### config.mk
export PLATFORM = sky130hd
export DESIGN_NAME = verificador_paridade
export DESIGN_NICKNAME = d
export VERILOG_FILES = /design/src/rtl/verificador_paridade_pkg.sv /design/src/rtl/verificador_paridade_gerador.sv /design/src/rtl/verificador_paridade.sv
export SDC_FILE = /design/constraint.sdc
export NUM_CORES = 1
export LEC_CHECK = 0
export CELL_PAD_IN_SITES_DETAIL_PLACEMENT = 0
export CELL_PAD_IN_SITES_GLOBAL_PLACEMENT = 1
export CORE_AREA = 2 2 53 55
export CTS_CLUSTER_SIZE = 28
export DETAILED_ROUTE_END_ITERATION = 12
export DIE_AREA = 0 0 55 57
export PLACE_DENSITY = 0.62
export SLEW_MARGIN = 20
export SYNTH_ARGS = -nofsm -noshare
export SYNTH_HDL_FRONTEND = slang
export SYNTH_HIERARCHICAL = 1
export SYNTH_SLANG_ARGS = --single-unit
### constraint.sdc
create_clock -name clk -period 2.1 [get_ports clk]
set_clock_uncertainty 0.1 [all_clocks]
set_input_delay 0.42 -clock clk [delete_from_list [all_inputs] [get_ports clk]]
set_output_delay 0.42 -clock clk [all_outputs]
set_load 0.005 [all_outputs]
### src/rtl/verificador_paridade_pkg.sv
// Shared constants for the parity checker: parity-mode encodings and the
// default width of the error counter.
// No logic here; the top and the generator import these names.
package verificador_paridade_pkg;

  localparam int PARITY_EVEN   = 0;
  localparam int PARITY_ODD    = 1;
  localparam int CNT_W_DEFAULT = 8;

endpackage

### src/rtl/verificador_paridade_gerador.sv
// Combinational parity generator: XOR of all bits of the data word.
// Latency: none (pure combinational). Backpressure: not applicable.
// Output is 1 when the word carries an odd number of ones.
module gerador_paridade
  import verificador_paridade_pkg::*;
#(
  parameter int W = 5
) (
  input  logic [W-1:0] word_i,
  output logic         par_o
);

  // Reduction XOR gives the word's own parity.
  always_comb begin
    par_o = ^word_i;
  end

endmodule

### src/rtl/verificador_paridade.sv
// Registered even/odd parity checker for a 5-bit word plus parity bit.
// Latency: 1 clock from sampled inputs to S/s_valid/err_count.
// Backpressure: none; accepts one word per cycle qualified by in_valid.
module verificador_paridade
  import verificador_paridade_pkg::*;
#(
  parameter int ODD_PARITY = PARITY_EVEN,
  parameter int CNT_W      = CNT_W_DEFAULT
) (
  input  logic             clk,
  input  logic             rst_n,
  input  logic             b1,
  input  logic             b2,
  input  logic             b3,
  input  logic             b4,
  input  logic             b5,
  input  logic             bp,
  input  logic             in_valid,
  input  logic             clr_count,
  output logic             S,
  output logic             s_valid,
  output logic [CNT_W-1:0] err_count
);

  localparam logic             MODE    = (ODD_PARITY != PARITY_EVEN);
  localparam logic [CNT_W-1:0] CNT_MAX = {CNT_W{1'b1}};

  logic             word_par;
  logic             error;
  logic             s_q, s_d;
  logic             vld_q, vld_d;
  logic [CNT_W-1:0] cnt_q, cnt_d;

  gerador_paridade #(.W(5)) u_gerador (
    .word_i ({b1, b2, b3, b4, b5}),
    .par_o  (word_par)
  );

  // Total parity against the configured mode; odd mode inverts the sense.
  always_comb begin
    error = word_par ^ bp ^ MODE;
  end

  // Next-state: result/valid follow in_valid, counter clears or saturates.
  always_comb begin
    s_d   = s_q;
    vld_d = in_valid;
    cnt_d = cnt_q;
    if (in_valid) begin
      s_d = error;
    end
    if (clr_count) begin
      cnt_d = '0;
    end else if (in_valid && error && (cnt_q != CNT_MAX)) begin
      cnt_d = cnt_q + 1'b1;
    end
  end

  // State registers with synchronous active-low reset overriding everything.
  always_ff @(posedge clk) begin
    if (!rst_n) begin
      s_q   <= 1'b0;
      vld_q <= 1'b0;
      cnt_q <= '0;
    end else begin
      s_q   <= s_d;
      vld_q <= vld_d;
      cnt_q <= cnt_d;
    end
  end

  assign S         = s_q;
  assign s_valid   = vld_q;
  assign err_count = cnt_q;

endmodule

==> results of run 1 <==
==> timing repair <==
action / CTS / global route
endpoints found under the setup margin: 8 / 8
gates cloned: 0 / 0
resized for setup: 4 / 3
hold endpoints to repair: 0 / 0
pin swaps: 6 / 8
==> critical path, cell delays in order <==
cell and delay [ns]:
clkdlybuf4s50_1 0.47, xnor3_1 0.23, xnor2_1 0.14, buf_4 0.17
xnor2_4 0.15, nor4b_1 0.38, nor3_2 0.08
==> final cells by class <==
cell class	count	area share, %
flip-flops and latches	10	22.3
inverters	2	0.837
multi-input cells	49	46.2
clock buffers	3	2.51
repair buffers	22	23.8
well taps	31	4.32
==> kinds of logic (layout without fill, tap and decap cells) <==
kind of cell	after synthesis	in the layout	share of synthesized area, %
and+or+nand+nor	30	30	31.6
adders and majority gates	1	1	2.12
AOI/OAI and AO/OA	9	9	11.4
DFF	10	10	33.9
xor gates and xnor gates	5	5	11.0
buffers and inverters	3	27	3.18
muxes	4	4	6.78
==> Yosys cell counts, types with 2 or more instances <==
cell type	count
nand4_1	5
nor2b_1	3
a31oi_1	2
mux2i_1	4
nand2_1	6
nand2b_1	2
dfxtp_1	10
inv_1	2
xnor2_1	2
and4_1	3
==> final timing paths <==
path	startpoint	endpoint	slack, ns	cells after the start
setup / recovery	b5	err_count[4]$_SDFFE_PP0P_	0.12	7
hold / removal	err_count[1]$_SDFFE_PP0P_	err_count[1]$_SDFFE_PP0P_	0.40	2
setup reg to reg	err_count[0]$_SDFFE_PP0P_	err_count[1]$_SDFFE_PP0P_	0.51	4
hold reg to reg	err_count[1]$_SDFFE_PP0P_	err_count[1]$_SDFFE_PP0P_	0.40	2
==> power breakdown <==
group	internal (µW)	leakage (µW)	total, µW	switching, µW
sequential	195	0.0000811	198	3.48
clock	66.2	0.0000138	135	68.6
combinational	72.7	0.000238	132	59.6
total	334	0.000333	465	132
==> registers in the layout, summed over array words and instances, names as in the netlist <==
name and flops:
err_count 8, s_valid 1, S 1
==> routing by layer <==
metal / track usage [%] / up-vias
met5: 0 / -
met4: 4.88 / 0
met3: 1.83 / 0
met2: 16.0 / 12
met1: 13.9 / 258
li1: - / 281
==> stage by stage <==
step	worst slack, ns	instance area [µm²]	hold WS (ns)	TNS, ns	util [%]
after global placement	-0.291	831	0.390	-2.37	31.8
after floorplan	0.216	591	0.376	0	-
after detailed placement	-0.372	831	0.390	-2.78	31.8
after global routing	0.0648	897	0.433	0	34.3
final	0.117	897	0.396	0	34.3
after CTS	0.00853	882	0.403	0	33.7
==> metrics.txt, run 1 <==
most common cell after layout, fill and taps aside=clkdlybuf4s50_1; largest net degree at the start of global routing=11; Die Area=3140 µm²; peak supply drop=301 µV; Post-Syn Nets=73; Syn-to-layout area delta=51.9%; ranking of synthesized cells by area=dfxtp_1 34%, mux2i_1 6.8%, nand4_1 5.3%, and4_1 4.4%, nand2_1 3.8%; cell count after synthesis=62; crit path max fanout=3; Avg Inst Size Synth=9.53 µm²; fin cells=117; antenna violations before repair=0; total track usage=10.4%; highest metal used=met3; Achievable Freq=504 MHz; met3 wire len=60 µm; GPL Wtd Cong=0.695; startpoint types=primary input; Routed WL per cell=11.6 µm; wl on met1=620 µm; layout net count=99; Rel. slew slack=76.4%; global route total overflow=0; layout cell share with drive strength beyond 1=16.3%; Vias=551; Die Span Y=57 µm; Met2 Wirelength=674 µm; Slew @ Worst Pin=0.352 ns; Primary FF master, synth=dfxtp_1; top cell type's share of synthesized area=33.9%; register bit count reported by yosys=10; commonest non-fill, non-tap cells in the layout=17 x clkdlybuf4s50_1, 10 x dfxtp_1, 6 x nand2_1; Placed Instances=114; cell area after synthesis=591 µm²; drc violations=0; worst min path class=reg2reg; DP Wirelength=1020 µm; cell taking the most area after synthesis=dfxtp_1; CTS Root Cell=clkbuf_4; Port Buf Inserts=19; ANT nets after route=0; CTS tree=yes; register area share after synthesis=33.9%; clk slew on worst S/H paths=0.07 ns; setup repair bufs after CTS=0; endpoints failing hold=0; number of buffers created by CTS=3; antenna cell count=0; Min Clock Period, post-route=1.98 ns; core area=2620 µm²; Routed WL=1360 µm; clock sink count=10; # hold bufs at CTS=0; WP data arrival=2.03 ns; unrepaired setup endpoints after global routing=false; number of synthesized flops with an enable pin=0; Slew Viols, Final=0; die width=55 µm; Multi-input gate area=414 µm²; clk_lat worst skew=0.26 ns; total power=465 µW; Yosys cell types=33; # Max-Cap Violations=0; initial DRC count=5; Vias/cell=4.71; leakage power=0.000333 µW; WS Path Type=in2reg; site row count=19; status=finished, final reports clean; CTS Buffer Depth=2; first-pass GRT wire length=2450 µm; Power per Cell Area=519 nW/µm²; Yosys warning count=6; Setup-failing EPs final=0; filler instances=280; Starting Density=22.6%; H-tree depth=1; vias in the first global route=578; Async SR Flop Fraction=0%; Critical Path Sink Type=register; Top-Level Pins=20; Pre-antenna DRT Iters=4; Seq. cell area=200 µm²; Final period util=94.4%; data required time of the worst path=2.15 ns
No activity file was read; power rests on OpenSTA's default activity.
==> inputs of run 2 (changes only) <==
- SLEW_MARGIN: 20 -> unset
==> results of run 2 <==
The final DEF is identical to that of run 1; final timing and power are the same.
==> inputs of run 3 (changes only) <==
- CORE_AREA: 2 2 53 55 -> 2 2 46 48
- DIE_AREA: 0 0 55 57 -> 0 0 48 50
- PLACE_DENSITY: 0.62 -> 0.79
==> run 3 against run 2 <==
Against the previous run:
- global-route usage is 2.4 points higher
- die area is 23% lower
- worst setup slack better by 0.015 ns
- largest power group unchanged
- count of clock-buffer cells in the layout stayed put
- maximum frequency is 0.77% higher
- critical path type unchanged
- combinational power hardly changed
- non-clock buffer count is 1 lower
==> metrics.txt, run 3 (same netlist as run 1, synthesis figures left out) <==
startpoint types=primary input; setup tns final=0 ns; worst setup path startpoint=b4; status=finished, final reports clean; placed cell area=818 µm²; filler instances=181; crit path max fanout=8; WP data arrival=2.04 ns; antenna cell count=0; highest metal used=met4; layout net count=98; max FFs per register=8; Min Clock Period, post-route=1.97 ns; CTS Root Cell=clkbuf_4; worst hold start=err_count[1]$_SDFFE_PP0P_; worst-path cell chain=clkdlybuf4s50_1, xnor3_1, xnor2_1, buf_4, xor2_4, a31oi_1, a311oi_1; setup repair bufs after CTS=0; worst min path class=reg2reg; worst reg2reg path startpoint=err_count[0]$_SDFFE_PP0P_; total power=465 µW; CTS tree=yes; layout cell share with drive strength beyond 1=12.9%; CTS Buffer Depth=2; Critical Path Sink Type=register; total track usage=12.8%; largest net degree at the start of global routing=11; endpoints failing hold=0; Vias=568; Slew Viols, Final=0; Top delay family on crit path=buffers and inverters; Final period util=93.7%; Multi-input gate area=409 µm²; Place WS=-0.324 ns; global route total overflow=0; most common cell after layout, fill and taps aside=clkdlybuf4s50_1; leakage power=0.000320 µW; Buf/Inv on CP=2; WS Path Type=in2reg; vias in the first global route=487; H-tree depth=1; Port Buf Inserts=19; initial DRC count=2; Slew @ Worst Pin=0.352 ns; CP peak stage delay=0.46 ns; clock sink count=10; Vias/cell=5.07; Setup-failing EPs final=0; wl on met1=621 µm; Design Area, Final=876 µm²; number of buffers created by CTS=3; data required time of the worst path=2.18 ns; # hold bufs at CTS=0; DP Wirelength=925 µm; clk_lat worst skew=0.26 ns; Die Span Y=50 µm; drc violations=0; site row count=16; Die Area=2400 µm²; Seq. cell area=200 µm²; clk slew on worst S/H paths=0.06 ns; commonest non-fill, non-tap cells in the layout=17 x clkdlybuf4s50_1, 10 x dfxtp_1, 6 x nand2_1; met3 wire len=58 µm; worst setup margin=0.133 ns; antenna violations before repair=0; Routed WL=1290 µm; GPL Wtd Cong=0.809; Pre-antenna DRT Iters=3; first-pass GRT wire length=2210 µm; Achievable Freq=508 MHz; Top-Level Pins=20; unrepaired setup endpoints after global routing=false; final core utilization=46.1%; die width=48 µm; Starting Density=31.1%; # Max-Cap Violations=0; Met2 Wirelength=591 µm; core area=1900 µm²; Power per Cell Area=530 nW/µm²; peak supply drop=338 µV; Syn-to-layout area delta=48.3%; ANT nets after route=0; Routed WL per cell=11.5 µm; Rel. slew slack=76.5%; slowest CP cell=clkdlybuf4s50_1
## run 3: tightest hold or removal path, stage by stage, from the launching register on
cell and delay, ns:
dfxtp_1 0.34, nand2_1 0.06, mux2i_1 0.05
## run 3: final cells by class
type / instances / area share [%]
Clock buffer: 3 / 2.57
Inverter: 2 / 0.857
Multi-Input combinational cell: 49 / 46.7
Sequential cell: 10 / 22.9
Tap cell: 27 / 3.86
Timing Repair Buffer: 21 / 23.1
## run 3: timing repair
item / 4_1_cts / 5_1_grt
pin swaps: 4 / 1
cloned: 0 / 0
gates resized for setup: 5 / 1
hold endpoints to repair: 0 / 0
setup endpoints to repair: 5 / 3
## run 3: power breakdown
group,internal (µW),switching (µW)
registers,195,3.18
logic,73.7,61.7
clock network,66.2,64.7
## run 3: final timing paths
path	cells past startpoint	end	slack [ns]
min	2	err_count[1]$_SDFFE_PP0P_	0.40
max reg2reg	4	err_count[0]$_SDFFE_PP0P_	0.52
min reg2reg	2	err_count[1]$_SDFFE_PP0P_	0.40
max	7	err_count[2]$_SDFFE_PP0P_	0.13
## run 3: through the flow
stage               cells  hold WS (ns)
finish                112         0.403
global route          112         0.457
CTS                   112         0.400
detailed placement    109         0.391
global placement      109         0.380
floorplan              62         0.376
## run 3: layer usage
| metal | vias up | global-route usage (%) |
|---|---|---|
| met4 | 0 | 2.70 |
| met2 | 14 | 17.8 |
| met3 | 2 | 5.49 |
| li1 | 281 | - |
| met5 | - | 0 |
| met1 | 271 | 18.2 |
